## src/rtl/hssim_map_feeder_if.sv

```systemverilog
// Paired old/new map beat stream feeding the HSSIM transmit side.
// Source drives the master modport, the feeder consumes through the slave modport.
interface hssim_map_feeder_if #(
  parameter int DATA_WIDTH = 128
) ();
  logic                  tvalid;
  logic                  tready;
  logic [DATA_WIDTH-1:0] old_tdata;
  logic [DATA_WIDTH-1:0] new_tdata;
  logic                  tlast;

  modport master (output tvalid, old_tdata, new_tdata, tlast, input tready);
  modport slave  (input tvalid, old_tdata, new_tdata, tlast, output tready);
endinterface

```

## src/rtl/hssim_map_feeder.sv

```systemverilog
// HSSIM transmit feeder: registers old/avg/new map beats, counts a frame's beats,
// then flushes the HSSIM pipeline with zero beats before returning to idle.
module hssim_map_feeder #(
  parameter int PIXELS_PER_BEAT = 16,
  parameter int INPUT_WIDTH     = 8,
  parameter int IMAGE_DIM       = 512,
  parameter int FLUSH_CYCLES    = 8,
  localparam int DATA_WIDTH     = INPUT_WIDTH * PIXELS_PER_BEAT
) (
  input  logic                  clk,
  input  logic                  aresetn,
  hssim_map_feeder_if.slave     s_axis,
  input  logic                  hold,
  output logic                  stall,
  output logic [DATA_WIDTH-1:0] old_map,
  output logic [DATA_WIDTH-1:0] avg_map,
  output logic [DATA_WIDTH-1:0] new_map,
  output logic                  frame_start,
  output logic                  frame_done,
  output logic                  err_tlast
);

  localparam int BEATS   = IMAGE_DIM * IMAGE_DIM / PIXELS_PER_BEAT;
  localparam int CNT_W   = (BEATS > 1) ? $clog2(BEATS) : 1;
  localparam int FLUSH_W = (FLUSH_CYCLES > 1) ? $clog2(FLUSH_CYCLES) : 1;
  localparam logic [CNT_W-1:0]   LAST_BEAT  = CNT_W'(BEATS - 1);
  localparam logic [FLUSH_W-1:0] LAST_FLUSH = FLUSH_W'(FLUSH_CYCLES - 1);

  typedef enum logic [1:0] {IDLE, STREAM, FLUSH} state_t;

  state_t                state_reg, state_next;
  logic [CNT_W-1:0]      beat_cnt_reg, beat_cnt_next;
  logic [FLUSH_W-1:0]    flush_cnt_reg, flush_cnt_next;
  logic                  stall_reg, stall_next;
  logic [DATA_WIDTH-1:0] old_map_reg, old_map_next;
  logic [DATA_WIDTH-1:0] avg_map_reg, avg_map_next;
  logic [DATA_WIDTH-1:0] new_map_reg, new_map_next;
  logic                  frame_start_reg, frame_start_next;
  logic                  frame_done_reg, frame_done_next;
  logic                  err_tlast_reg, err_tlast_next;

  logic                  tready;
  logic                  accept;
  logic                  last_beat;
  logic                  flush_step;
  logic                  flush_end;
  logic [DATA_WIDTH-1:0] avg_beat;

  // Rounded average per pixel; the extra sum bit keeps 255+255+1 from wrapping.
  generate
    for (genvar gi = 0; gi < PIXELS_PER_BEAT; gi++) begin : g_avg
      logic [INPUT_WIDTH:0] sum;
      assign sum = {1'b0, s_axis.old_tdata[gi*INPUT_WIDTH +: INPUT_WIDTH]}
                 + {1'b0, s_axis.new_tdata[gi*INPUT_WIDTH +: INPUT_WIDTH]}
                 + {{INPUT_WIDTH{1'b0}}, 1'b1};
      assign avg_beat[gi*INPUT_WIDTH +: INPUT_WIDTH] = sum[INPUT_WIDTH:1];
    end
  endgenerate

  // Ready is gated by reset so the source sees no acceptance while held in reset.
  assign tready        = aresetn && (state_reg == IDLE || state_reg == STREAM) && !hold;
  assign s_axis.tready = tready;
  assign accept        = s_axis.tvalid && tready;
  assign last_beat     = (beat_cnt_reg == LAST_BEAT);
  assign flush_step    = (state_reg == FLUSH) && !hold;
  assign flush_end     = flush_step && (flush_cnt_reg == LAST_FLUSH);

  always_ff @(posedge clk or negedge aresetn) begin
    if (!aresetn) state_reg <= IDLE;
    else          state_reg <= state_next;
  end

  always_comb begin
    state_next = state_reg;
    case (state_reg)
      IDLE:    if (accept) state_next = last_beat ? FLUSH : STREAM;
      STREAM:  if (accept && last_beat) state_next = FLUSH;
      FLUSH:   if (flush_end) state_next = IDLE;
      default: state_next = IDLE;
    endcase
  end

  always_comb begin
    beat_cnt_next    = beat_cnt_reg;
    flush_cnt_next   = flush_cnt_reg;
    stall_next       = 1'b1;
    old_map_next     = old_map_reg;
    avg_map_next     = avg_map_reg;
    new_map_next     = new_map_reg;
    frame_start_next = 1'b0;
    frame_done_next  = 1'b0;
    err_tlast_next   = 1'b0;
    if (accept) begin
      stall_next       = 1'b0;
      old_map_next     = s_axis.old_tdata;
      avg_map_next     = avg_beat;
      new_map_next     = s_axis.new_tdata;
      frame_start_next = (state_reg == IDLE);
      err_tlast_next   = (s_axis.tlast != last_beat);
      beat_cnt_next    = last_beat ? '0 : beat_cnt_reg + 1'b1;
      flush_cnt_next   = '0;
    end else if (flush_step) begin
      stall_next      = 1'b0;
      old_map_next    = '0;
      avg_map_next    = '0;
      new_map_next    = '0;
      flush_cnt_next  = flush_end ? '0 : flush_cnt_reg + 1'b1;
      frame_done_next = flush_end;
    end
  end

  always_ff @(posedge clk or negedge aresetn) begin
    if (!aresetn) begin
      beat_cnt_reg    <= '0;
      flush_cnt_reg   <= '0;
      stall_reg       <= 1'b1;
      old_map_reg     <= '0;
      avg_map_reg     <= '0;
      new_map_reg     <= '0;
      frame_start_reg <= 1'b0;
      frame_done_reg  <= 1'b0;
      err_tlast_reg   <= 1'b0;
    end else begin
      beat_cnt_reg    <= beat_cnt_next;
      flush_cnt_reg   <= flush_cnt_next;
      stall_reg       <= stall_next;
      old_map_reg     <= old_map_next;
      avg_map_reg     <= avg_map_next;
      new_map_reg     <= new_map_next;
      frame_start_reg <= frame_start_next;
      frame_done_reg  <= frame_done_next;
      err_tlast_reg   <= err_tlast_next;
    end
  end

  assign stall       = stall_reg;
  assign old_map     = old_map_reg;
  assign avg_map     = avg_map_reg;
  assign new_map     = new_map_reg;
  assign frame_start = frame_start_reg;
  assign frame_done  = frame_done_reg;
  assign err_tlast   = err_tlast_reg;

endmodule
```

## src/flat_wrapper.sv

```systemverilog
// flat-port wrapper written by rule: the top's interface ports become plain ports
module hssim_map_feeder_flat 
#(
  parameter int PIXELS_PER_BEAT = 16,
  parameter int INPUT_WIDTH     = 8,
  parameter int IMAGE_DIM       = 512,
  parameter int FLUSH_CYCLES    = 8,
  localparam int DATA_WIDTH     = INPUT_WIDTH * PIXELS_PER_BEAT
)
  (clk, aresetn, hold, stall, old_map, avg_map, new_map, frame_start, frame_done, err_tlast, s_axis_tvalid, s_axis_old_tdata, s_axis_new_tdata, s_axis_tlast, s_axis_tready);
  hssim_map_feeder_if s_axis_i ();
  input  logic clk;
  input  logic aresetn;
  input  logic hold;
  output logic stall;
  output logic [DATA_WIDTH-1:0] old_map;
  output logic [DATA_WIDTH-1:0] avg_map;
  output logic [DATA_WIDTH-1:0] new_map;
  output logic frame_start;
  output logic frame_done;
  output logic err_tlast;
  input wire logic [$bits(s_axis_i.tvalid)-1:0] s_axis_tvalid;
  input wire logic [$bits(s_axis_i.old_tdata)-1:0] s_axis_old_tdata;
  input wire logic [$bits(s_axis_i.new_tdata)-1:0] s_axis_new_tdata;
  input wire logic [$bits(s_axis_i.tlast)-1:0] s_axis_tlast;
  output wire logic [$bits(s_axis_i.tready)-1:0] s_axis_tready;
  assign s_axis_i.tvalid = s_axis_tvalid;
  assign s_axis_i.old_tdata = s_axis_old_tdata;
  assign s_axis_i.new_tdata = s_axis_new_tdata;
  assign s_axis_i.tlast = s_axis_tlast;
  assign s_axis_tready = s_axis_i.tready;
  hssim_map_feeder #(.PIXELS_PER_BEAT(PIXELS_PER_BEAT), .INPUT_WIDTH(INPUT_WIDTH), .IMAGE_DIM(IMAGE_DIM), .FLUSH_CYCLES(FLUSH_CYCLES)) u_core (.clk(clk), .aresetn(aresetn), .s_axis(s_axis_i), .hold(hold), .stall(stall), .old_map(old_map), .avg_map(avg_map), .new_map(new_map), .frame_start(frame_start), .frame_done(frame_done), .err_tlast(err_tlast));
endmodule
```

## config.mk

```make
export PLATFORM = sky130hd
export DESIGN_NAME = hssim_map_feeder_flat
export DESIGN_NICKNAME = d
export VERILOG_FILES = /design/src/rtl/hssim_map_feeder_if.sv /design/src/rtl/hssim_map_feeder.sv /design/src/flat_wrapper.sv
export SDC_FILE = /design/constraint.sdc
export NUM_CORES = 1
export LEC_CHECK = 0
export BUFFER_PORTS_ARGS = -buffer_cell sky130_fd_sc_hd__buf_2
export CAP_MARGIN = 25
export CORE_AREA = 4 4 254 256
export CTS_CLUSTER_SIZE = 20
export DETAILED_ROUTE_END_ITERATION = 7
export DIE_AREA = 0 0 258 260
export GPL_TIMING_DRIVEN = 1
export HOLD_SLACK_MARGIN = 0.05
export PLACE_DENSITY = 0.62
export SLEW_MARGIN = 25
export SYNTH_ARGS = -nofsm -noshare
export SYNTH_HDL_FRONTEND = slang
export SYNTH_SLANG_ARGS = --single-unit
```

## constraint.sdc

```tcl
create_clock -name clk -period 4.63 [get_ports clk]
set_clock_uncertainty 0.15 [all_clocks]
set_input_delay 0.6945 -clock clk [delete_from_list [all_inputs] [get_ports clk]]
set_output_delay 0.6945 -clock clk [all_outputs]
set_load 0.005 [all_outputs]
```

## After elaboration in Yosys (flattened, before gate mapping)

Index checks and enable logic that the tools add are counted.

- Reduce and logical (&&, ||, !) cells: 11
- Muxes and demuxes: 19
- Equal/unequal tests: 8
- Add/subtract/negate cells: 34

Operator list:

| kind | count |
|---|---|
| two-way mux 128 bit | 4 |
| adder 8 x 8 -> 9 bit | 16 |
| adder 9 x 1 -> 9 bit (second input constant) | 16 |
| adder 14 x 1 -> 14 bit (second input constant) | 1 |
| equality test 14 bit (second input constant) | 1 |
| two-way mux 14 bit | 1 |
| two-way mux 3 bit | 3 |
| two-way mux 2 bit | 4 |
| logical AND 1 bit | 6 |
| two-way mux 1 bit | 6 |
| case mux 2 bit (3 select lines) | 1 |
| != test 2 x 1 -> 1 bit (second input constant) | 2 |
| adder 3 x 1 -> 3 bit (second input constant) | 1 |
| equality test 3 bit (second input constant) | 1 |
| AND reduction 3 bit | 1 |
| equality test 2 x 1 -> 1 bit (second input constant) | 1 |
| equality test 2 bit (second input constant) | 1 |
| zero test 2 bit | 1 |
| != test 2 bit (second input constant) | 1 |
| nonzero test 2 bit | 1 |
| zero test 1 bit | 1 |
| logical OR 1 bit | 1 |
| != test 1 bit | 1 |

- Logic and storage cells: 82
- Flip-flop bits (word level): 407
- Bits of input ports: 261

## Depth between registers and ports, before layout

- Word-level depth: 8
- Mapped depth: 7
- Mapped depth without buffers: 7

## Worst setup path after synthesis

OpenSTA, ideal clock, no wires.

- Kind: input-to-reg
- From: input s_axis_new_tdata[8]
- To: register u_core.avg_map_reg[15], in the netlist u_core.avg_map[15]
- Path slack: 2.130 ns
- Arrival: 2.215 ns
- Stages on the path: 7
- Setup time: 0.135 ns
- Cell sequence: or2_2 fa_1 a211oi_1 o21ai_0 a21o_1 a21oi_1 o21ai_0

- Cells in the longest elaborated chain, start to end: 3

RTL lines:

| what | line | text |
|---|---|---|
| start: declaration | flat_wrapper.sv:24 | `input wire logic [$bits(s_axis_i.new_tdata)-1:0] s_axis_new_tdata;` |
| adder 8 x 8 -> 9 bit | hssim_map_feeder.sv:54 | `+ {1'b0, s_axis.new_tdata[gi*INPUT_WIDTH +: INPUT_WIDTH]}` |
| adder 9 x 1 -> 9 bit | hssim_map_feeder.sv:55 | `+ {{INPUT_WIDTH{1'b0}}, 1'b1};` |
| two-way mux 128 bit | hssim_map_feeder.sv:93 | `if (accept) begin` |
| end signal: assignment | hssim_map_feeder.sv:128 | `avg_map_reg <= avg_map_next;` |
| end: declaration | hssim_map_feeder.sv:36 | `logic [DATA_WIDTH-1:0] avg_map_reg, avg_map_next;` |

Every way passes these cells.
A chain may end at the register's enable or synchronous reset.

## Worst setup path in the final report

- From: input aresetn
- To: register u_core.new_map_reg[56], in the netlist u_core.new_map[56]

- Cells in the longest elaborated chain, start to end: 4

RTL lines:

| what | line | text |
|---|---|---|
| start: declaration | flat_wrapper.sv:13 | `input logic aresetn;` |
| logical AND 1 bit (*) (2 in a row) | hssim_map_feeder.sv:61 | `assign tready = aresetn && (state_reg == IDLE \|\| state_reg == STREAM) && !hold;` |
| logical AND 1 bit (*) | hssim_map_feeder.sv:63 | `assign accept = s_axis.tvalid && tready;` |
| two-way mux 128 bit / nonzero test 2 bit (equally long branches) | n/a |  |
| end signal: assignment | hssim_map_feeder.sv:129 | `new_map_reg <= new_map_next;` |
| end: declaration | hssim_map_feeder.sv:37 | `logic [DATA_WIDTH-1:0] new_map_reg, new_map_next;` |

Every way passes the cells marked *; elsewhere a longest branch is shown, timed or not.

==> flow_metrics.tcl <==
set metrics [dict create \
    tightest_slew_ps 908 \
    dp_hpwl_microns 46500 \
    ys_ff_latch 407 \
    fmax_mhz 319 \
    regToRegEndpoint "u_core.new_map[56]" \
    yosys-mux-area-fraction 0.000521 \
    rrSetupSlack_ps 2090 \
    crit_path_end_kind "flip-flop" \
    max-slew-margin-rel 0.394 \
    die_area_sq_um 67100 \
    dr.pass1.iters 5 \
    rsz0062_at_grt "no" \
    portBuffers 649 \
    dp_cells 3096 \
    insertion_delay_ps 570 \
    die_width_microns 258 \
    grt_overflow 0 \
    route.antenna.remaining_nets 0 \
    clk_pin_slew_worst_paths_ps 60 \
    fin_cells 3181 \
    final_hold_viol_count 0 \
    clock-sinks 407 \
    peakVddDrop_mv 0.248 \
    syn_area_sq_um 19200 \
    layout-drive-gt1-share 0.329 \
    cts_tree "done" \
    io-pin-count 650 \
    area_delta_synth_final_pct 29.6 \
    crit_path_cell_trace "dlygate4sd3_1, buf_8, nand3b_1, a21o_4, buf_4, a22o_1" \
    crit_cells 6 \
    cts_buffers 45 \
    hold_path.class "in2reg" \
    num_vias 16519 \
    finalSetupTns_ps 0 \
    place_worst_setup_slack_ps 1510 \
    synthSimpleGateAreaFrac 0.0777 \
    critPathCapture "u_core.new_map[56]" \
    cts_buffer_depth 3 \
    remaining_drc_errors 0 \
    synth_edf_count 0 \
    start_util 0.308 \
    worstPathMaxFanout 69 \
    arrival_ps 3480 \
    grt_pass1_wl_microns 95700 \
    core-area_sq_um 62500 \
    cpPeakStageDelay_ps 720 \
    yosys_warnings 0 \
    async_flop_share 1.00 \
    fin_crit_ps 3130 \
    drt_iter0_drc 1091 \
    yosysSeqAreaShare 0.530 \
    place_area_sq_um 23400 \
    antenna_found_initial 4 \
    row_count 92 \
    final-setup-viol-count 0 \
    final_cell_mix "648 x buf_2, 406 x dfrtp_1, 286 x a22o_1" \
    slew_violations 0 \
    grt_use_total 0.175 \
    syn_nets 2060 \
    maxCapViolCount 0 \
    cp.required_ps 4980 \
    post-route-period-util 0.677 \
    final_common_cell "buf_2" \
    synth_compound_gate_area_share 0.259 \
    synthFlopType "dfrtp_1" \
    synth_adder_area_share 0.0915 \
    grt_pass1_vias 16650 \
    synth_top_family_by_area "compound AO/OA/AOI/OAI gates" \
    cts.repair.resized 0 \
    synth.avg_cell_area_sq_um 11.5 \
    vias_per_cell 5.19 \
    worst-r2r-cell-count 4 \
    cp_slowest_cell "a21o_4" \
    cp-startpoint "aresetn" \
    critPathTopFamily "buffers and inverters" \
    outcome "finished clean" \
    p_leak_uw 0.0124 \
    routed_wl_microns 62000 \
    htree_levels 2 \
    die_h_microns 260 \
    synth_cells 1668 \
    wire_per_inst_microns 19.5 \
    crit_buf_inv 3 \
    timing.final.ws_setup_ps 1500 \
    ys_types 41 \
    layout.nets 2690 \
    worstSetupPathType "in2reg" \
    grt_max_degree 150 \
    cts-root-buf "clkbuf_16" \
    synth_xor_xnor_area_share 0.0196 \
    place_congestion 0.908 \
    start_kind "primary input" \
    final_area_sq_um 24900 \
    regToRegStartpoint "u_core.state_reg[1]" \
    power_density_nw_per_um2 434 \
]
[per-stage QoR]
stage / utilization / power [uW] / hold slack, ps
2_1_floorplan: - / 5870 / 249
3_3_place_gp: 0.374 / 7240 / 283
3_5_place_dp: 0.374 / 7300 / 283
4_1_cts: 0.398 / 11000 / 155
5_1_grt: 0.398 / 11400 / 173
6_report: 0.398 / 10800 / 210
[routing by layer]
layer	wire (microns)	GRT usage
met1	25500	0.219
met2	30700	0.302
met3	3810	0.0386
met4	2050	0.0570
met5	34	0
[layout make-up]
type / instances / area [sq um]
Multi-Input combinational cell: 1167 / 8630
Tap cell: 846 / 1060
Clock inverter: 16 / 164
Antenna cell: 2 / 5.00
Sequential cell: 407 / 10200
Inverter: 4 / 15.0
Clock buffer: 66 / 1330
Fill cell: 6088 / 37600
Timing Repair Buffer: 673 / 3520
[cell usage after synthesis (17+ instances only)]
cell type,count,area [sq um]
dfrtp_1,406,10200
nor2_1,83,312
a211oi_1,30,225
o21ai_1,51,255
nand2_1,107,402
xor2_1,23,201
clkbuf_1,36,135
buf_2,52,260
ha_1,115,1440
or3_1,18,113
a21o_1,31,233
a21oi_1,54,270
a22o_1,286,2500
o21ai_0,111,556
and4_1,17,149
xnor2_1,20,175
o211ai_1,17,128
o21a_1,33,248
nand3_1,57,285
[kinds of logic (layout without fill, tap and decap cells)]
family / after synthesis / count (layout)
compound gates: 679 / 679
xor+xnor: 43 / 43
fa+ha+maj: 131 / 131
buf+inv: 94 / 759
flops: 407 / 407
mux: 1 / 1
other cells: 0 / 2
simple gates: 313 / 313
[how the worst min path moves through the flow]
stage	startpoint	to	slack [ps]	cells after the start
2_1_floorplan	aresetn	u_core.avg_map[0]	250	0
6_report	s_axis_new_tdata[77]	u_core.new_map[77]	210	2
3_3_place_gp	u_core.state_reg[0]	u_core.frame_start	280	1
3_5_place_dp	u_core.state_reg[0]	u_core.frame_start	280	1
5_1_grt	s_axis_old_tdata[70]	u_core.old_map[70]	170	2
4_1_cts	s_axis_new_tdata[63]	u_core.new_map[63]	160	2
[power breakdown]
group	internal, uW	leakage (uW)	switching (uW)
clock network	2100	0.000730	1500
logic	1260	0.00662	1310
registers	4250	0.00509	404
[repair_timing]
action | in CTS | in global routing
endpoints found under the setup margin | 0 | 0
hold endpoints to repair | 43 | 0
hold buffers | 1 | 0
buffers inserted | 0 | 0
[worst reg2reg max path: cells and delay by family (launching register included)]
kind	cells	cell delay, ps
flops	1	400
simple gates	1	210
compound gates	2	1010
buf+inv	1	680
Note: power is estimated with default switching activity, not from simulation.
